File: config.mk
export PLATFORM = sky130hd
export DESIGN_NAME = popcount_ternary_acc
export DESIGN_NICKNAME = d
export VERILOG_FILES = /design/src/rtl/popcount_pkg.sv /design/src/rtl/popcount_tree.sv /design/src/rtl/popcount_ternary_acc.sv
export SDC_FILE = /design/constraint.sdc
export NUM_CORES = 1
export LEC_CHECK = 0
export ABC_CLOCK_PERIOD_IN_PS = 2020
export CAP_MARGIN = 40
export CORE_MARGIN = 5
export CORE_UTILIZATION = 35
export CTS_CLUSTER_DIAMETER = 40
export CTS_CLUSTER_SIZE = 12
export DETAILED_ROUTE_END_ITERATION = 10
export SLEW_MARGIN = 20
export SYNTH_ARGS = -nofsm -noshare
export SYNTH_HDL_FRONTEND = slang
export SYNTH_SLANG_ARGS = --single-unit
File: constraint.sdc
create_clock -name clk -period 2.02 [get_ports clk]
set_input_delay 0.202 -clock clk [delete_from_list [all_inputs] [get_ports clk]]
set_output_delay 0.202 -clock clk [all_outputs]
set_load 0.02 [all_outputs]
File: src/rtl/popcount_pkg.sv
// Shared definitions for the ternary popcount accumulator.
//   state_t      : neuron sequencing states (ACCUM, DRAIN, HOLD)
//   ACT_*        : ternary activation encodings driven on out_act
//   pc_width     : popcount width for an n-bit mask
//   acc_width    : signed accumulator width that cannot overflow
//   beat_width   : width of a counter that reaches max_beats
package popcount_pkg;

    typedef enum logic [1:0] {
        ACCUM = 2'd0,
        DRAIN = 2'd1,
        HOLD  = 2'd2
    } state_t;

    localparam logic [1:0] ACT_ZERO = 2'b00;
    localparam logic [1:0] ACT_POS  = 2'b01;
    localparam logic [1:0] ACT_NEG  = 2'b11;

    function automatic int pc_width(input int n_in);
        return $clog2(n_in + 1);
    endfunction

    // Magnitude bound is n_in*max_beats; one extra bit carries the sign.
    function automatic int acc_width(input int n_in, input int max_beats);
        return $clog2(n_in * max_beats + 1) + 1;
    endfunction

    function automatic int beat_width(input int max_beats);
        return $clog2(max_beats + 1);
    endfunction

endpackage

File: src/rtl/popcount_tree.sv
// Exact combinational population count.
//   vec   : input mask, N_IN bits
//   count : number of set bits in vec, PC_W bits
module popcount_tree
    import popcount_pkg::*;
#(
    parameter  int N_IN = 21,
    localparam int PC_W = pc_width(N_IN)
) (
    input  logic [N_IN-1:0] vec,
    output logic [PC_W-1:0] count
);

    always_comb begin
        count = '0;
        for (int i = 0; i < N_IN; i++) begin
            count = count + PC_W'(vec[i]);
        end
    end

endmodule

File: src/rtl/popcount_ternary_acc.sv
// Sequential ternary-neuron accumulator.
// Each accepted beat contributes popcount(pos&~neg) - popcount(neg&~pos);
// beats are summed until in_last or MAX_BEATS closes the neuron, then the
// sum, beat count, truncation flag and ternary activation are presented
// with a valid/ready handshake.
//
// Ports:
//   clk, rst            : clock, asynchronous active-high reset
//   in_valid/in_ready   : beat handshake (in_ready high only while accumulating)
//   in_pos, in_neg      : +1 / -1 masks, N_IN bits
//   in_last             : final beat of the neuron
//   thr_hi, thr_lo      : signed activation thresholds
//   out_valid/out_ready : result handshake
//   out_sum             : signed neuron sum
//   out_act             : 01 = +1, 11 = -1, 00 = 0
//   out_beats           : beats accepted for this neuron
//   out_trunc           : neuron was closed by MAX_BEATS rather than in_last
//
// Build option: define POPCOUNT_THR_EN to build the threshold comparators;
// otherwise out_act is constant 00 and the thresholds are ignored.
module popcount_ternary_acc
    import popcount_pkg::*;
#(
    parameter  int N_IN      = 21,
    parameter  int MAX_BEATS = 16,
    localparam int PC_W      = pc_width(N_IN),
    localparam int ACC_W     = acc_width(N_IN, MAX_BEATS),
    localparam int BEAT_W    = beat_width(MAX_BEATS)
) (
    input  logic                    clk,
    input  logic                    rst,
    input  logic                    in_valid,
    output logic                    in_ready,
    input  logic [N_IN-1:0]         in_pos,
    input  logic [N_IN-1:0]         in_neg,
    input  logic                    in_last,
    input  logic signed [ACC_W-1:0] thr_hi,
    input  logic signed [ACC_W-1:0] thr_lo,
    output logic                    out_valid,
    input  logic                    out_ready,
    output logic signed [ACC_W-1:0] out_sum,
    output logic [1:0]              out_act,
    output logic [BEAT_W-1:0]       out_beats,
    output logic                    out_trunc
);

    // ---------------- stage 1: per-beat signed contribution ----------------
    logic [N_IN-1:0]        pos_only;
    logic [N_IN-1:0]        neg_only;
    logic [PC_W-1:0]        pos_cnt;
    logic [PC_W-1:0]        neg_cnt;
    logic signed [PC_W:0]   d_next;

    // Bits set in both masks cancel, so they are removed before counting.
    assign pos_only = in_pos & ~in_neg;
    assign neg_only = in_neg & ~in_pos;

    popcount_tree #(.N_IN(N_IN)) u_pos_cnt (.vec(pos_only), .count(pos_cnt));
    popcount_tree #(.N_IN(N_IN)) u_neg_cnt (.vec(neg_only), .count(neg_cnt));

    assign d_next = $signed({1'b0, pos_cnt}) - $signed({1'b0, neg_cnt});

    // ---------------- state ----------------
    state_t                  state_reg;
    logic                    in_ready_reg;
    logic                    out_valid_reg;
    logic signed [ACC_W-1:0] acc_reg;
    logic [BEAT_W-1:0]       beats_reg;
    logic signed [PC_W:0]    d_reg;
    logic                    d_valid_reg;
    logic                    d_last_reg;
    logic                    d_trunc_reg;
    logic signed [ACC_W-1:0] out_sum_reg;
    logic [1:0]              out_act_reg;
    logic [BEAT_W-1:0]       out_beats_reg;
    logic                    out_trunc_reg;

    logic                    accept;
    logic                    at_max;
    logic                    closes;
    logic                    trunc_hit;
    logic signed [ACC_W-1:0] d_ext;
    logic signed [ACC_W-1:0] acc_next;
    logic [1:0]              act_next;

    assign accept    = in_valid && in_ready_reg;
    // The beat being accepted now is the MAX_BEATS-th one.
    assign at_max    = (beats_reg == BEAT_W'(MAX_BEATS - 1));
    assign closes    = in_last || at_max;
    // When in_last coincides with the limit the neuron closed normally.
    assign trunc_hit = at_max && !in_last;
    assign d_ext     = ACC_W'(d_reg);
    assign acc_next  = acc_reg + d_ext;

    // Activation uses the final sum: in DRAIN with no pending contribution,
    // acc_reg already holds every beat.
`ifdef POPCOUNT_THR_EN
    always_comb begin
        act_next = ACT_ZERO;
        if (acc_reg >= thr_hi) begin
            act_next = ACT_POS;
        end else if (acc_reg <= thr_lo) begin
            act_next = ACT_NEG;
        end
    end
`else
    logic unused_thr;
    assign unused_thr = ^{thr_hi, thr_lo};
    assign act_next   = ACT_ZERO;
`endif

    always_ff @(posedge clk or posedge rst) begin
        if (rst) begin
            state_reg     <= ACCUM;
            in_ready_reg  <= 1'b1;
            out_valid_reg <= 1'b0;
            acc_reg       <= '0;
            beats_reg     <= '0;
            d_reg         <= '0;
            d_valid_reg   <= 1'b0;
            d_last_reg    <= 1'b0;
            d_trunc_reg   <= 1'b0;
            out_sum_reg   <= '0;
            out_act_reg   <= ACT_ZERO;
            out_beats_reg <= '0;
            out_trunc_reg <= 1'b0;
        end else begin
            d_valid_reg <= accept;
            if (accept) begin
                d_reg       <= d_next;
                d_last_reg  <= closes;
                d_trunc_reg <= trunc_hit;
            end

            case (state_reg)
                ACCUM: begin
                    if (d_valid_reg) begin
                        acc_reg <= acc_next;
                    end
                    if (accept) begin
                        beats_reg <= beats_reg + BEAT_W'(1);
                        if (closes) begin
                            state_reg    <= DRAIN;
                            in_ready_reg <= 1'b0;
                        end
                    end
                end
                DRAIN: begin
                    // First DRAIN cycle folds in the closing beat; the
                    // second publishes the completed result.
                    if (d_valid_reg && d_last_reg) begin
                        acc_reg <= acc_next;
                    end else if (!d_valid_reg) begin
                        state_reg     <= HOLD;
                        out_valid_reg <= 1'b1;
                        out_sum_reg   <= acc_reg;
                        out_act_reg   <= act_next;
                        out_beats_reg <= beats_reg;
                        out_trunc_reg <= d_trunc_reg;
                    end
                end
                HOLD: begin
                    if (out_ready) begin
                        state_reg     <= ACCUM;
                        in_ready_reg  <= 1'b1;
                        out_valid_reg <= 1'b0;
                        acc_reg       <= '0;
                        beats_reg     <= '0;
                    end
                end
                default: begin
                    state_reg    <= ACCUM;
                    in_ready_reg <= 1'b1;
                end
            endcase
        end
    end

    assign in_ready  = in_ready_reg;
    assign out_valid = out_valid_reg;
    assign out_sum   = out_sum_reg;
    assign out_act   = out_act_reg;
    assign out_beats = out_beats_reg;
    assign out_trunc = out_trunc_reg;

endmodule

# Yosys cells after proc, flatten, opt, wreduce, memory -nomap -nowiden
# Cells that the tools add are included.
# op_classes
n_addsub	43
n_mul	0
div_mod_pow	0
order_cmp	0
eq_ne	10
shifts	0
muxes	21
n_bitwise	7
n_reduce_logical	15
# ops
op	count
$add A5 B1 Y5	38
$and A21 B21 Y21	2
$not A21 Y21	2
$mux W10	3
$pmux W10 S3	1
$ne A2 B2 Y1 const B	7
$reduce_and A4 Y1	3
$add A10 B6 Y10	1
$mux W2	5
$mux W5	2
$pmux W5 S2	1
$mux W1	6
$pmux W2 S3	1
$reduce_and A3 Y1	2
$sub A5 B5 Y6	1
$add A5 B1 Y5 const B	1
$eq A5 B4 Y1 const B	1
$reduce_and A5 Y1	1
$add A1 B1 Y2	2
$reduce_bool A2 Y1	2
$logic_and A1 B1 Y1	3
$not A1 Y1	3
$pmux W1 S3	1
$reduce_bool A3 Y1	1
other kinds (6)	6
# word_totals
reg_bits	44
latchBits	0
mem_bits_rw	0
mem_bits_ro	0
in_bits	67
output_inout_bits	20
memories	0

# Logic depth before layout (Yosys ltp)
# logic_depth
ltp_word	23
depth_mapped	20
ltp_nobuf	20

# Modules after synthesis
# A second synthesis with hierarchy kept.
# unflattened
cells_unflattened	416
area_unflattened_um2	3876.2
# modules_own_cells
mod	n_inst	cells_per_inst	area_each_um2	seq_area_each_um2
popcount_ternary_acc	1	285	2742.6	1102.3
popcount_tree (u_neg_cnt)	1	65	569.3	0.0
popcount_tree (u_pos_cnt)	1	66	564.3	0.0

# Least setup slack after synthesis
# Ideal clock, no wire load.
# synth_timing
path_kind	input to register
from	input in_neg[0]
to	register d_reg[4]
setup_time_ns	0.137
t_arrival_ns	4.852
setup_slack_ns	-2.968
stages	18
cell_sequence	nor2b_1 -> ha_1 -> inv_1 -> fa_1 -> fa_1 -> fa_1 -> fa_1 -> fa_1 -> inv_1 -> ha_1 -> fa_1 -> inv_1 -> fa_1 -> nand2_1 -> nand2_1 -> a21oi_1 -> xor2_1 -> o21ai_0
# synth_between
elab_chain_cells	23
elab_cells_between_ends	44
cone_classes	41 x add/sub; 3 x bitwise
# synth_lines
element	line	rtl
start, declared	popcount_ternary_acc.sv:35	input logic [N_IN-1:0] in_neg,
$not A21 Y21	popcount_ternary_acc.sv:55	assign pos_only = in_pos & ~in_neg;
$and A21 B21 Y21	popcount_ternary_acc.sv:55	
$add A1 B1 Y2	popcount_tree.sv:17	count = count + PC_W'(vec[i]);
$add A5 B1 Y5 (19 in series)	popcount_tree.sv:17	
$sub A5 B5 Y6 *	popcount_ternary_acc.sv:61	assign d_next = $signed({1'b0, pos_cnt}) - $signed({1'b0, neg_cnt});
end signal, assigned	popcount_ternary_acc.sv:130	d_reg <= d_next;
end, declared	popcount_ternary_acc.sv:69	logic signed [PC_W:0] d_reg;
# Mark *: on every way between the ends. The rest lies on a longest branch, timed or not.
# A chain may end at the register's enable or synchronous reset.

# Worst setup path after layout
# layout_timing
from	input in_neg[1]
to	register d_reg[4]
# Same word-level chain as after synthesis.

==> flow_summary.yaml <==
place:
  place_area_mm2: 0.00454
  dp_hpwl_um: 5910
  gp_congestion: 0.793
  port_buffers: 64
drt:
  routed_wl_um: 7480
  vias: 2733
  routedWlPerCell_um: 12.8
  first_iter_violations: 86
  viasPerCell: 4.66
  ant_nets: 0
  drc: 0
  first_pass_iters: 4
grt:
  antenna_found_initial: 0
  grt_use_total_pct: 12.5
  grt_pass1_vias: 2899
  grt_first_pass_wirelength_um: 13100
  grt_overflow: 0
  grt_max_degree: 45
clock_network:
  cts.sinks: 44
  h-tree-depth: 2
  tritoncts: "built"
  insertion_delay_ps: 290
  clockBufferDepth: 2
  root_buffer: "clkbuf_8"
  cts.clk_slew.worst_paths_ps: 80
  cts_buffers: 5
floorplan:
  ios: 87
  dieArea_mm2: 0.0125
  core_area_mm2: 0.0102
  die_h_um: 112
  initial_core_util_pct: 35.4
  row_count: 37
  die_w_um: 112
synthesis:
  async_flop_share_pct: 100
  synth_edf_count: 0
  yosysMostFrequentCell: "inv_1"
  netlist.area_leader.share_pct: 29.7
  synth.area.top_cells: "dfrtp_1, fa_1, ha_1"
  synth-warning-count: 0
  yosys_most_used_dff: "dfrtp_1"
  ys_ff_latch: 44
  syn_avg_cell_area_um2: 9.95
  netlist_area_mm2: 0.00362
  ys_seq_area_share_pct: 30.4
  synth_cells: 364
  yosysUniqueCellTypes: 40
  synthTopCellsByCount: "inv_1, dfrtp_1, nand2b_1"
  synth_top_area_cell: "dfrtp_1"
timing:
  slew_headroom_pct: 63.6
  finalSetupViolCount: 6
  drv_slew: 0
  whs_ps: 348
  skew_ps: 7.11
  finalHoldViolations: 0
  grt_setup_unrepaired: "yes"
  max_freq_ghz: 0.217
  finalCritPeriodShare_pct: 228
  worstMarginPinSlew_ps: 546
  setup_slack_ps: -2580
  final.min_clock_period_ps: 4600
power:
  p_leak_nw: 2.44
  power_per_cell_area_mw_per_mm2: 1090
  vdd_ir_drop_max_mv: 0.894
status:
  status: "complete, but fails checks"
  violations: "setup timing"
setup_path:
  critical_path_class: "primary input to flip-flop"
  cp-start-kind: "primary input"
  end_kind: "flip-flop"
  critPathArrivalTime_ps: 4780
  rr_startpoint: "acc_reg[6]"
  worstReg2RegEnd: "acc_reg[9]"
  ff2ff_setup_slack_ps: 70
  r2r_cells: 6
  cp_top_family: "adder cells"
  cp_data_required_time_ps: 2200
  cp_common_cell: "fa_1"
  max_stage_delay_ps: 540
  crit_buf_inv: 4
  worstPathCellList: "buf_8, nor2b_4, ha_4, inv_2, fa_1, fa_1, fa_1, fa_1, fa_1, inv_2, ha_4, fa_2, inv_4, fa_2, nand2_1, nand2_1, a21oi_2, xor2_1, o21ai_1"
  crit_slowest_cell: "fa_2"
  critPathMaxFanout: 2
layout:
  fillers: 952
  area_growth_pct: 36.4
  diodes: 0
  fin_util_pct: 48.3
  final_area_mm2: 0.00494
  num-nets-final: 578
  drive_gt1_share_pct: 24.2
worst_hold_path:
  worstHoldPathType: "primary input to async pin"
flow_run:
  maxCapViolations: 0
-- metrics by stage --
| step | TNS, ps | std cells | power, mW | worst slack (ps) |
|---|---|---|---|---|
| after floorplan | -14120 | 365 | 2.87 | -2580 |
| final | -14120 | 586 | 5.41 | -2580 |
| after CTS | -14920 | 583 | 5.04 | -2740 |
| after global routing | -14820 | 586 | 5.95 | -2680 |
| after global placement | -17810 | 571 | 3.71 | -3180 |
| after detailed placement | -17990 | 571 | 3.74 | -3220 |
-- where the power goes --
part | internal (mW) | leakage (nW) | switching, mW | total (mW)
clock | 0.367 | 0.0552 | 0.294 | 0.661
combinational | 2.09 | 1.79 | 1.78 | 3.87
sequential | 0.880 | 0.601 | 0 | 0.880
-- logic make-up (layout without fill, tap and decap cells) --
family	count (synthesis)	after routing	share of synthesized area (%)
other	1	2	0.104
and+or+nand+nor	98	98	14.5
AOI/OAI and AO/OA	69	69	12.5
buffers and inverters	61	146	6.67
xor gates and xnor gates	11	11	2.66
muxes	18	18	5.56
adders and majority gates	62	62	27.6
DFF	44	44	30.4
-- worst reg2reg max path, delay by kind of cell (launching register included) --
family | cells | cell delay [ps]
AO/OA/AOI/OAI | 3 | 620
adder cells (fa/ha/maj) | 1 | 380
flip-flops | 1 | 410
AND/OR/NAND/NOR | 2 | 470
-- cells in the final DEF, fill, tap and decap left out, types with 11 or more instances in the layout --
cell type        count
inv_1               43
nor2_1              11
nand2b_4            15
mux2_2              16
fa_1                27
dfrtp_1             43
nand2_1             24
ha_1                26
o21ai_0             12
a21oi_1             13
nand2b_1            21
buf_4               21
nor2b_1             11
clkdlybuf4s50_1     44
-- how the worst max path moves through the flow --
| stage | startpoint | depth (start not counted) | slack (ps) | to |
|---|---|---|---|---|
| 3_3_place_gp | in_pos[0] | 20 | -3180 | d_reg[4] |
| 3_5_place_dp | in_neg[0] | 19 | -3220 | d_reg[5] |
| 5_1_grt | in_neg[0] | 21 | -2680 | d_reg[3] |
| 4_1_cts | in_neg[0] | 19 | -2740 | d_reg[5] |
| 6_report | in_neg[1] | 19 | -2580 | d_reg[4] |
| 2_1_floorplan | in_neg[0] | 18 | -2580 | d_reg[5] |
-- area by class of cell --
class / count / area [um2] / area share, %
multi-input combinational: 260 / 2570 / 52.1
sequential: 44 / 1100 / 22.3
timing repair buffer: 87 / 795 / 16.1
inverter: 51 / 194 / 3.92
tap: 136 / 170 / 3.44
clock buffer: 6 / 72.6 / 1.47
clock inverter: 2 / 35.0 / 0.709
-- metal layers --
| layer | track usage, % | wire (um) |
|---|---|---|
| met4 | 2.76 | 91 |
| met2 | 21.2 | 3770 |
| met1 | 16.4 | 3300 |
| met3 | 2.66 | 329 |
| met5 | 0 | 0 |
-- what timing repair did --
action | in CTS | in global routing
setup endpoints to repair | 8 | 11
hold buffers | 0 | 0
pin swaps | 29 | 37
gates cloned | 0 | 0
setup buffers | 4 | 3
resized for setup | 69 | 37
Note: power is estimated with default switching activity, not from simulation.
==> RTL edit, RTL diff (same flow settings) <==
Add a define of `POPCOUNT_THR_EN`.
--- a/src/rtl/popcount_ternary_acc.sv
+++ b/src/rtl/popcount_ternary_acc.sv
@@ -20,2 +20,4 @@
 // otherwise out_act is constant 00 and the thresholds are ignored.
+`define POPCOUNT_THR_EN
+
 module popcount_ternary_acc
Behaviour: not the same (a bounded check fails within 4 cycles, from zero or initial values and one cycle with rst high).
==> RTL edit against the original RTL <==
The flow still finishes with violations (negative setup slack); worst setup slack worse by 0.020 ns; design area is 22% higher; total power is 56% higher; die area is 16% higher; count of clock-buffer cells in the layout is 1 lower; sequential cell count is 2 higher; utilization is 2.1 points higher; area after synthesis is 18% higher; cell count is 27% higher; wire length is 43% higher; largest power group unchanged.
==> RTL edit: results (changes against the original RTL) <==
Parameter                              Value

Run status
  Result of the run    finished, violations left
  Failing checks    negative setup slack

Placed design
  Count of input and output buffers    86 (+34%)
  Weighted congestion reported at the end of routability-driven placement    0.845 (+6.5%)
  Total instance count after detailed placement    735 (+29%)

Timing
  Worst Hold Margin    0.257 ns (-0.0905 ns)
  Setup clock skew after layout    0.00604 ns (-0.00107 ns)
  Finish-stage setup viols    7 (+1)
  Smallest setup slack after layout    -2.60 ns (-0.0197 ns)

Logic synthesis
  Area contributors post-synth    sky130_fd_sc_hd__dfrtp_1 (26%), sky130_fd_sc_hd__ha_1 (15%), sky130_fd_sc_hd__fa_1 (14%)
  Number of distinct library cell variants in the gate-level netlist after synthesis    46 (+15%)
  Adder and majority cell fraction of the synthesized area    0.293 (+0.0166)
  Multiplexer share of the synthesized area    0.0155 (-0.0401)
  Leading cell types by count after synthesis    sky130_fd_sc_hd__inv_1 (73), sky130_fd_sc_hd__nand2_1 (73), sky130_fd_sc_hd__ha_1 (52)
  Sequential cell area fraction in the yosys report    0.270 (-0.0345)

Routing
  Via count of the routed design    3664 (+34%)
  Met1 layer wirelength in the final routing    4.46 mm (+35%)
  Violation count after the first detailed-route iteration    88 (+2.3%)
  Detail Route met3 WL    635 µm (+93%)

Finish
  # nets final    746 (+29%)
  Total of fill cells in the finished design    1133 (+19%)

Worst setup path
  Worst-case register-to-register setup slack    -0.03 ns (-0.10 ns)
  Worst reg2reg path startpoint    d_reg[0]
  Data arrival time at the worst-slack endpoint    4.80 ns (+0.02 ns)
  Max incr delay on CP    0.52 ns (-0.02 ns)
  Cell count of the worst reg-to-reg path    7 (+1)

Power
  Pleak    2.97 nW (+21%)

GRT
  Wire length of the first global-routing pass    18.5 mm (+42%)

CTS
  Buffer cell driving the clock tree root    sky130_fd_sc_hd__clkbuf_16
-- RTL edit: cell count changes in the layout (fill, tap and decap cells not counted), sizes merged, moves of 7 or more --
cell,unedited run,this run
inv,51,72
a21oi,19,26
clkdlybuf4s50,44,65
nand2,24,73
mux2,17,2
buf,27,37
ha,32,52
-- RTL edit: what timing repair did --
item | CTS | global route
buffers inserted | 4 | 0
resized for setup | 70 | 41
cloned | 0 | 0
endpoints found under the setup margin | 10 | 12
hold buffers | 0 | 0
pin swaps | 26 | 22
-- RTL edit: worst min-delay path, cell delays in order --
cell and delay [ns]:
sky130_fd_sc_hd__clkdlybuf4s50_1 0.40, sky130_fd_sc_hd__clkinv_1 0.07, sky130_fd_sc_hd__buf_12 0.25
-- RTL edit: stage by stage --
stage,worst slack (ns),util,area [µm²],setup TNS (ns)
floorplan,-2.59,-,4300,-14.14
global placement,-3.12,0.462,5540,-18.03
detailed placement,-3.28,0.462,5540,-18.85
CTS,-2.73,0.489,5870,-14.93
global route,-2.76,0.504,6050,-15.29
finish,-2.60,0.504,6050,-14.20
-- RTL edit: logic make-up after synthesis --
kind of cell    after synthesis
simple gates                171
flops                        46
mux                           6
fa+ha+maj                    82
compound gates               81
buf+inv                      83
xor+xnor                     12
-- RTL edit: area by class of cell --
type                            instances  share of cell area
Multi-Input combinational cell        352               0.524
Sequential cell                        46               0.191
Timing Repair Buffer                  119               0.185
Inverter                               73              0.0457
Tap cell                              147              0.0304
Clock buffer                            5              0.0207
Clock inverter                          3             0.00352
-- RTL edit: power breakdown --
part           internal, W  leakage, nW  switching [W]
Combinational      0.00316         2.30        0.00294
Sequential         0.00123        0.601       0.000287
Clock             0.000458       0.0698       0.000365
Total              0.00484         2.97        0.00359
